File: config.mk
export PLATFORM = sky130hd
export DESIGN_NAME = uart_bus_master
export DESIGN_NICKNAME = d
export VERILOG_FILES = /design/src/rtl/uart_bus_master.sv
export SDC_FILE = /design/constraint.sdc
export NUM_CORES = 1
export LEC_CHECK = 0
export CORE_UTILIZATION = 30
export CTS_CLUSTER_DIAMETER = 60
export DETAILED_ROUTE_END_ITERATION = 8
export PLACE_DENSITY = 0.49
export REMOVE_ABC_BUFFERS = 1
export SYNTH_ARGS = -nofsm -noshare
export SYNTH_HDL_FRONTEND = slang
export SYNTH_SLANG_ARGS = --single-unit
File: constraint.sdc
create_clock -name clk -period 2.9 [get_ports clk]
set_input_delay 0.435 -clock clk [delete_from_list [all_inputs] [get_ports clk]]
set_output_delay 0.435 -clock clk [all_outputs]
set_load 0.005 [all_outputs]
File: src/rtl/uart_bus_master.sv
// UART-driven bus initiator: assembles R/W commands from an RX byte FIFO,
// performs single-cycle bus accesses and returns response bytes to a TX FIFO.
module uart_bus_master #(
    parameter int unsigned TIMEOUT_CYCLES = 1_000_000,
    parameter logic [7:0]  OP_WRITE       = 8'h57,
    parameter logic [7:0]  OP_READ        = 8'h52
) (
    input  logic        clk,
    input  logic        reset,
    input  logic [7:0]  rx_data,
    input  logic        rx_empty,
    output logic        rx_rd,
    output logic [7:0]  tx_data,
    output logic        tx_wr,
    input  logic        tx_full,
    output logic [31:0] bus_address,
    output logic [31:0] bus_wdata,
    output logic        bus_wr_en,
    output logic        bus_rd_en,
    input  logic [31:0] bus_rdata,
    output logic        busy,
    output logic        cmd_err,
    output logic        timeout_err
);

    localparam logic [2:0] ST_IDLE  = 3'd0;
    localparam logic [2:0] ST_ADDR  = 3'd1;
    localparam logic [2:0] ST_DATA  = 3'd2;
    localparam logic [2:0] ST_WRITE = 3'd3;
    localparam logic [2:0] ST_READ  = 3'd4;
    localparam logic [2:0] ST_SEND  = 3'd5;

    localparam logic [31:0] TMO_LAST = TIMEOUT_CYCLES - 1;

    logic [2:0]  r_state;
    logic        r_is_wr;
    logic [1:0]  r_cnt;
    logic [23:0] r_shift;
    logic [31:0] r_addr;
    logic [31:0] r_wdata;
    logic [31:0] r_resp;
    logic [2:0]  r_tx_cnt;
    logic [31:0] r_tmo;
    logic        r_cmd_err;
    logic        r_tmo_err;

    logic        w_rx_state;
    logic [31:0] w_shifted;
    logic        w_tmo_hit;

    assign w_rx_state = (r_state == ST_IDLE) || (r_state == ST_ADDR) || (r_state == ST_DATA);
    // Gated by reset so the pop strobe is inactive while the block is held in reset.
    assign rx_rd      = reset && !rx_empty && w_rx_state;
    assign tx_wr      = (r_state == ST_SEND) && !tx_full;
    assign tx_data    = r_resp[31:24];
    assign w_shifted  = {r_shift, rx_data};
    assign w_tmo_hit  = (TIMEOUT_CYCLES != 0) && (r_tmo == TMO_LAST);

    assign bus_address = r_addr;
    assign bus_wdata   = r_wdata;
    assign bus_wr_en   = (r_state == ST_WRITE);
    assign bus_rd_en   = (r_state == ST_READ);
    assign busy        = (r_state != ST_IDLE);
    assign cmd_err     = r_cmd_err;
    assign timeout_err = r_tmo_err;

    always_ff @(posedge clk or negedge reset) begin
        if (!reset) begin
            r_state   <= ST_IDLE;
            r_is_wr   <= 1'b0;
            r_cnt     <= 2'd0;
            r_shift   <= 24'd0;
            r_addr    <= 32'd0;
            r_wdata   <= 32'd0;
            r_resp    <= 32'd0;
            r_tx_cnt  <= 3'd0;
            r_tmo     <= 32'd0;
            r_cmd_err <= 1'b0;
            r_tmo_err <= 1'b0;
        end else begin
            r_cmd_err <= 1'b0;
            r_tmo_err <= 1'b0;
            case (r_state)
                ST_IDLE: begin
                    if (rx_rd) begin
                        if (rx_data == OP_WRITE || rx_data == OP_READ) begin
                            r_is_wr <= (rx_data == OP_WRITE);
                            r_cnt   <= 2'd0;
                            r_tmo   <= 32'd0;
                            r_state <= ST_ADDR;
                        end else begin
                            r_cmd_err <= 1'b1;
                            r_resp    <= {8'h3F, 24'd0};
                            r_tx_cnt  <= 3'd1;
                            r_state   <= ST_SEND;
                        end
                    end
                end
                ST_ADDR: begin
                    if (rx_rd) begin
                        r_shift <= w_shifted[23:0];
                        r_cnt   <= r_cnt + 2'd1;
                        r_tmo   <= 32'd0;
                        // bus_address only changes once the full address is known
                        if (r_cnt == 2'd3) begin
                            r_addr  <= w_shifted;
                            r_state <= r_is_wr ? ST_DATA : ST_READ;
                        end
                    end else if (w_tmo_hit) begin
                        r_tmo_err <= 1'b1;
                        r_state   <= ST_IDLE;
                    end else if (TIMEOUT_CYCLES != 0) begin
                        r_tmo <= r_tmo + 32'd1;
                    end
                end
                ST_DATA: begin
                    if (rx_rd) begin
                        r_shift <= w_shifted[23:0];
                        r_cnt   <= r_cnt + 2'd1;
                        r_tmo   <= 32'd0;
                        if (r_cnt == 2'd3) begin
                            r_wdata <= w_shifted;
                            r_state <= ST_WRITE;
                        end
                    end else if (w_tmo_hit) begin
                        r_tmo_err <= 1'b1;
                        r_state   <= ST_IDLE;
                    end else if (TIMEOUT_CYCLES != 0) begin
                        r_tmo <= r_tmo + 32'd1;
                    end
                end
                ST_WRITE: begin
                    r_resp   <= {8'h4B, 24'd0};
                    r_tx_cnt <= 3'd1;
                    r_state  <= ST_SEND;
                end
                ST_READ: begin
                    r_resp   <= bus_rdata;
                    r_tx_cnt <= 3'd4;
                    r_state  <= ST_SEND;
                end
                ST_SEND: begin
                    // Shift the next response byte into [31:24] after each accepted push
                    if (tx_wr) begin
                        r_resp   <= {r_resp[23:0], 8'd0};
                        r_tx_cnt <= r_tx_cnt - 3'd1;
                        if (r_tx_cnt == 3'd1) begin
                            r_state <= ST_IDLE;
                        end
                    end
                end
                default: r_state <= ST_IDLE;
            endcase
        end
    end

endmodule

# Word-level counts from Yosys, hierarchy flattened
# Index checks and enable logic that the tools add are counted.
# op_classes
add_sub_neg,3
n_mux,34
reduce_logical,22
n_eq_ne,19
# op_table
op,count
two-way mux 32 bit,7
case mux 32 bit (4 select lines),1
case mux 32 bit (2 select lines),1
two-way mux 3 bit,13
"adder 32 x 1 -> 32 bit, second input constant",1
"== test 32 x 20 -> 1 bit, second input constant",1
"== test 8 x 7 -> 1 bit, second input constant",2
case mux 3 bit (5 select lines),1
case mux 3 bit (4 select lines),1
AND reduction 4 bit,3
AND reduction 3 bit,3
"== test 3 x 1 -> 1 bit, second input constant",2
"== test 3 x 2 -> 1 bit, second input constant",2
"== test 3 bit, second input constant",2
two-way mux 1 bit,6
two-way mux 2 bit,3
"inequality test 2 x 1 -> 1 bit, second input constant",3
"inequality test 2 bit, second input constant",3
"inequality test 3 x 2 -> 1 bit, second input constant",2
AND reduction 5 bit,1
case mux 2 bit (2 select lines),1
nonzero test 4 bit,1
OR reduction 2 bit,2
logical AND 1 bit,3
10 further kinds,13
# word_totals
regBits,163
word_cells,89
out_inout_bits,79
in_bits,44

# Logic depth before layout (Yosys ltp)
# depth
depth_word,6
ltp_mapped,10
ltp_nobuf,7

# Worst setup path after synthesis
# OpenSTA, ideal clock, no wires.
# synth_timing
path_type,input-to-reg
start,input port rx_data[5]
end,register r_tmo[26]
setup_time_ns,0.140
setup_slack_ns,0.840
t_required_ns,2.760
path_stages,7
path_buffers,2
arrival_time_ns,1.921
cell_sequence,nand4bb_1 o41ai_2 nand2_1 buf_2 buf_2 o311ai_0 o41ai_1
# synth_between
elab_chain_cells,4
word_cells_on_any_way,5
cone_classes,eq/ne (3); reduce/logical (2)
# synth_rtl
item,line_no,text
"start, declared",10,"input logic [7:0] rx_data,"
== test 8 x 7 -> 1 bit,86,if (rx_data == OP_WRITE || rx_data == OP_READ) begin
logical OR 1 bit *,86,
inequality test 2 x 1 -> 1 bit (no line) *,n/a,
AND reduction 4 bit (no line) *,n/a,
"end signal, assigned",113,r_tmo <= r_tmo + 32'd1;
"end signal, assigned",129,r_tmo <= r_tmo + 32'd1;
"end, declared",43,logic [31:0] r_tmo;
# Every way passes the cells marked *; elsewhere a longest branch is shown, timed or not.
# A chain may end at the register's enable or synchronous reset.

# Worst setup path after layout
# layout_timing
start,input port reset
end,output port rx_rd
# layout_between
elab_chain_cells,2
# layout_rtl
item,line_no,text
"start, declared",9,"input logic reset,"
logical AND 1 bit (2 in series),53,assign rx_rd = reset && !rx_empty && w_rx_state;
"end, declared",12,"output logic rx_rd,"
# Every way passes these cells.

==> reports/results.ini <==
[status]
status=finished, final reports clean

[synth]
synth-main-ff-cell=dfrtp_1
synth_top_family_by_area=multiplexers
synthesis.area_um2=7360
synth_cell_types=53
synthMuxAreaShare_pct=16.3
synth_xor_area_share_pct=0.119
synth_edf_count=0
ys_warn_count=0
ys_seq_area_share_pct=55.4
synth_adder_area_share_pct=0.680
synth-simple-area-share_pct=12.6
synthCells=627
ys_ff_latch=163
avgSynthCellArea_um2=11.7
synth-async-reset-ratio_pct=100
synth-compound-area-share_pct=11.5

[route]
firstDrtPassIters=4
post_drt_wl_per_cell_um=17.1
drc=0
ant_nets=0
vias=5521
routed_wl_mm=18.6
post_drt_via_cell_ratio=5.09
drt_iter0_markers=243

[placed_design]
detailed_place_hpwl_mm=12.6
placed_cell_area_um2=9030
io_buffers=122
place_congestion=0.840

[floorplanning]
die_w_um=159
rows=56
core_um2=23800
die_h_um=159
initial_core_util_pct=31.0
io_pins=123
dieArea_um2=25200

[grt]
grt_pass1_vias=5710
antenna_found_initial=0
grt_pass1_wl_mm=30.3
grt_overflow=0
grtUsageTotal_pct=15.6
grt_max_degree=144

[timing]
tightestPinTransition_ps=802
max_slew_margin_pct=46.5
min_period_ps=2720
hold_ws_ps=454
max_freq_ghz=0.367
finalSetupViolCount=0
drv_slew=0
fin_skew_ps=10.6
final-hold-violation-count=0
fin_setup_tns_ps=0
rsz0062_at_grt=no
fin_crit_sh_pct=93.9

[cells_and_area]
area_delta_synth_final_pct=31.1
final-seq-area_um2=4080
antenna_cells=0
final_cell_area_um2=9660
multiInputGateArea_um2=3060
fin_util_pct=40.7
fin_nets=801
fillCellCount=2275
drive_gt1_share_pct=21.1

[clock_tree]
cts_made_buffers=17
insertion_delay_ps=430
cts.clk_slew.worst_paths_ps=70
clockBufferDepth=2
cts_root_buf=clkbuf_16
clkSinkCount=163
cts_tree=done
post_cts_buffers=0
h-tree-depth=4

[power_and_ir_drop]
vdd_ir_drop_max_mv=0.309
p_per_area_nw_per_um2=803
power_leakage_nw=4.23
p_total_mw=7.75

[setup_path]
arrival_ps=2290
worst-setup-path-type=in2out
critPathLaunchType=primary input
crit_fanout=24
required_ps=2470
r2r_cells=5
cp-end-kind=output pin

[hold_path]
min_path_type=in2async

[flow_run]
drv_cap=0

-- synthesized netlist by cell type, drive strengths merged, types with 8 or more instances --
| cell | n | area [um^2] |
|---|---|---|
| a31oi | 8 | 50.1 |
| mux2i | 21 | 210 |
| inv | 11 | 41.3 |
| a22o | 10 | 87.6 |
| dfrtp | 163 | 4080 |
| o21ai | 43 | 215 |
| mux2 | 88 | 991 |
| nor3 | 8 | 40.0 |
| a21oi | 30 | 150 |
| clkbuf | 16 | 60.1 |
| nand2b | 10 | 62.6 |
| nor2 | 22 | 85.1 |
| nand3 | 25 | 125 |
| nand4 | 10 | 77.6 |
| o31ai | 19 | 143 |
| buf | 26 | 150 |
| nand2 | 38 | 145 |
| or4 | 17 | 128 |
-- critical path: stages --
cell and delay (ps):
dlygate4sd3_1 550, buf_6 250, nor2b_1 210, nand2b_1 100, a21oi_2 180, clkdlybuf4s50_1 530
-- worst paths after layout --
path	startpoint	to	slack, ps
worst max register to register	r_tmo[2]	r_tmo[29]	650
min in group clk	r_resp[10]	r_resp[10]	480
worst min-delay path	reset	r_resp[22]	450
worst max-delay path	reset	rx_rd	180
worst min register to register	r_resp[10]	r_resp[10]	480
max in group asynchronous	reset	r_tx_cnt[1]	1410
-- layer usage --
layer | track usage, % | wire, um | vias to the layer above
li1 | - | - | 2580
met4 | 5.91 | 278 | 0
met2 | 26.1 | 9130 | 112
met3 | 2.97 | 687 | 17
met1 | 19.9 | 8470 | 2812
met5 | 0 | 0 | -
-- kinds of logic (layout without fill, tap and decap cells) --
group,count (synthesis),in the layout
simple gates,165,165
buf+inv,53,192
fa+ha+maj,4,4
mux,109,109
compound gates,132,132
xor+xnor,1,1
flops,163,163
-- stage by stage --
| stage | setup WS [ps] | std cells |
|---|---|---|
| 2_1_floorplan | -1260 | 585 |
| 5_1_grt | 23.7 | 1085 |
| 3_5_place_dp | 153 | 1052 |
| 3_3_place_gp | 187 | 1052 |
| 6_report | 178 | 1085 |
| 4_1_cts | 20.7 | 1085 |
-- power by group --
part           total [mW]  switching, mW  internal, mW
clock network        2.35           1.04          1.31
logic                2.28           1.18          1.10
registers            3.12          0.355          2.77
total                7.75           2.57          5.18
-- what timing repair did --
item                                   4_1_cts  5_1_grt
hold buffers                                 1        0
setup endpoints to repair                    0        1
resized for setup                            0        1
endpoints found under the hold margin       20        0
-- cell usage in the layout (no fill, tap or decap), types with 3 or more instances in the layout --
| cell type | n |
|---|---|
| nor2_1 | 21 |
| a21oi_1 | 29 |
| mux2_2 | 88 |
| a22o_1 | 10 |
| clkbuf_16 | 17 |
| dfrtp_1 | 162 |
| a31oi_1 | 8 |
| nand3_1 | 23 |
| nor2b_1 | 4 |
| nor4_1 | 3 |
| nand4_1 | 9 |
| and3_1 | 4 |
| buf_12 | 3 |
| and2_1 | 6 |
| clkdlybuf4s50_1 | 121 |
| nand2b_1 | 10 |
| buf_4 | 23 |
| or3_1 | 6 |
| o221a_2 | 3 |
| inv_6 | 4 |
| inv_8 | 4 |
| or4_1 | 17 |
| ha_1 | 4 |
| mux2i_1 | 21 |
| o31ai_1 | 19 |
| nor4b_1 | 5 |
| inv_1 | 11 |
| nor3_1 | 8 |
| o21ai_0 | 42 |
| o311ai_0 | 5 |
| clkinvlp_4 | 3 |
| nand2_1 | 37 |
-- sequential cells by signal (all words and copies together) (netlist names) --
name         count
r_resp          32
cmd_err          1
r_shift         24
r_tmo           32
r_is_wr          1
timeout_err      1
r_tx_cnt         3
r_cnt            2
bus_wdata       32
bus_address     32
r_state          3
-- area by class of cell --
type	instances	area share (%)
Clock buffer	17	4.41
Clock inverter	15	1.94
Inverter	11	0.428
Multi-Input combinational cell	411	31.7
Sequential cell	163	42.3
Tap cell	319	4.13
Timing Repair Buffer	149	15.2
No activity file was read; power rests on OpenSTA's default activity.
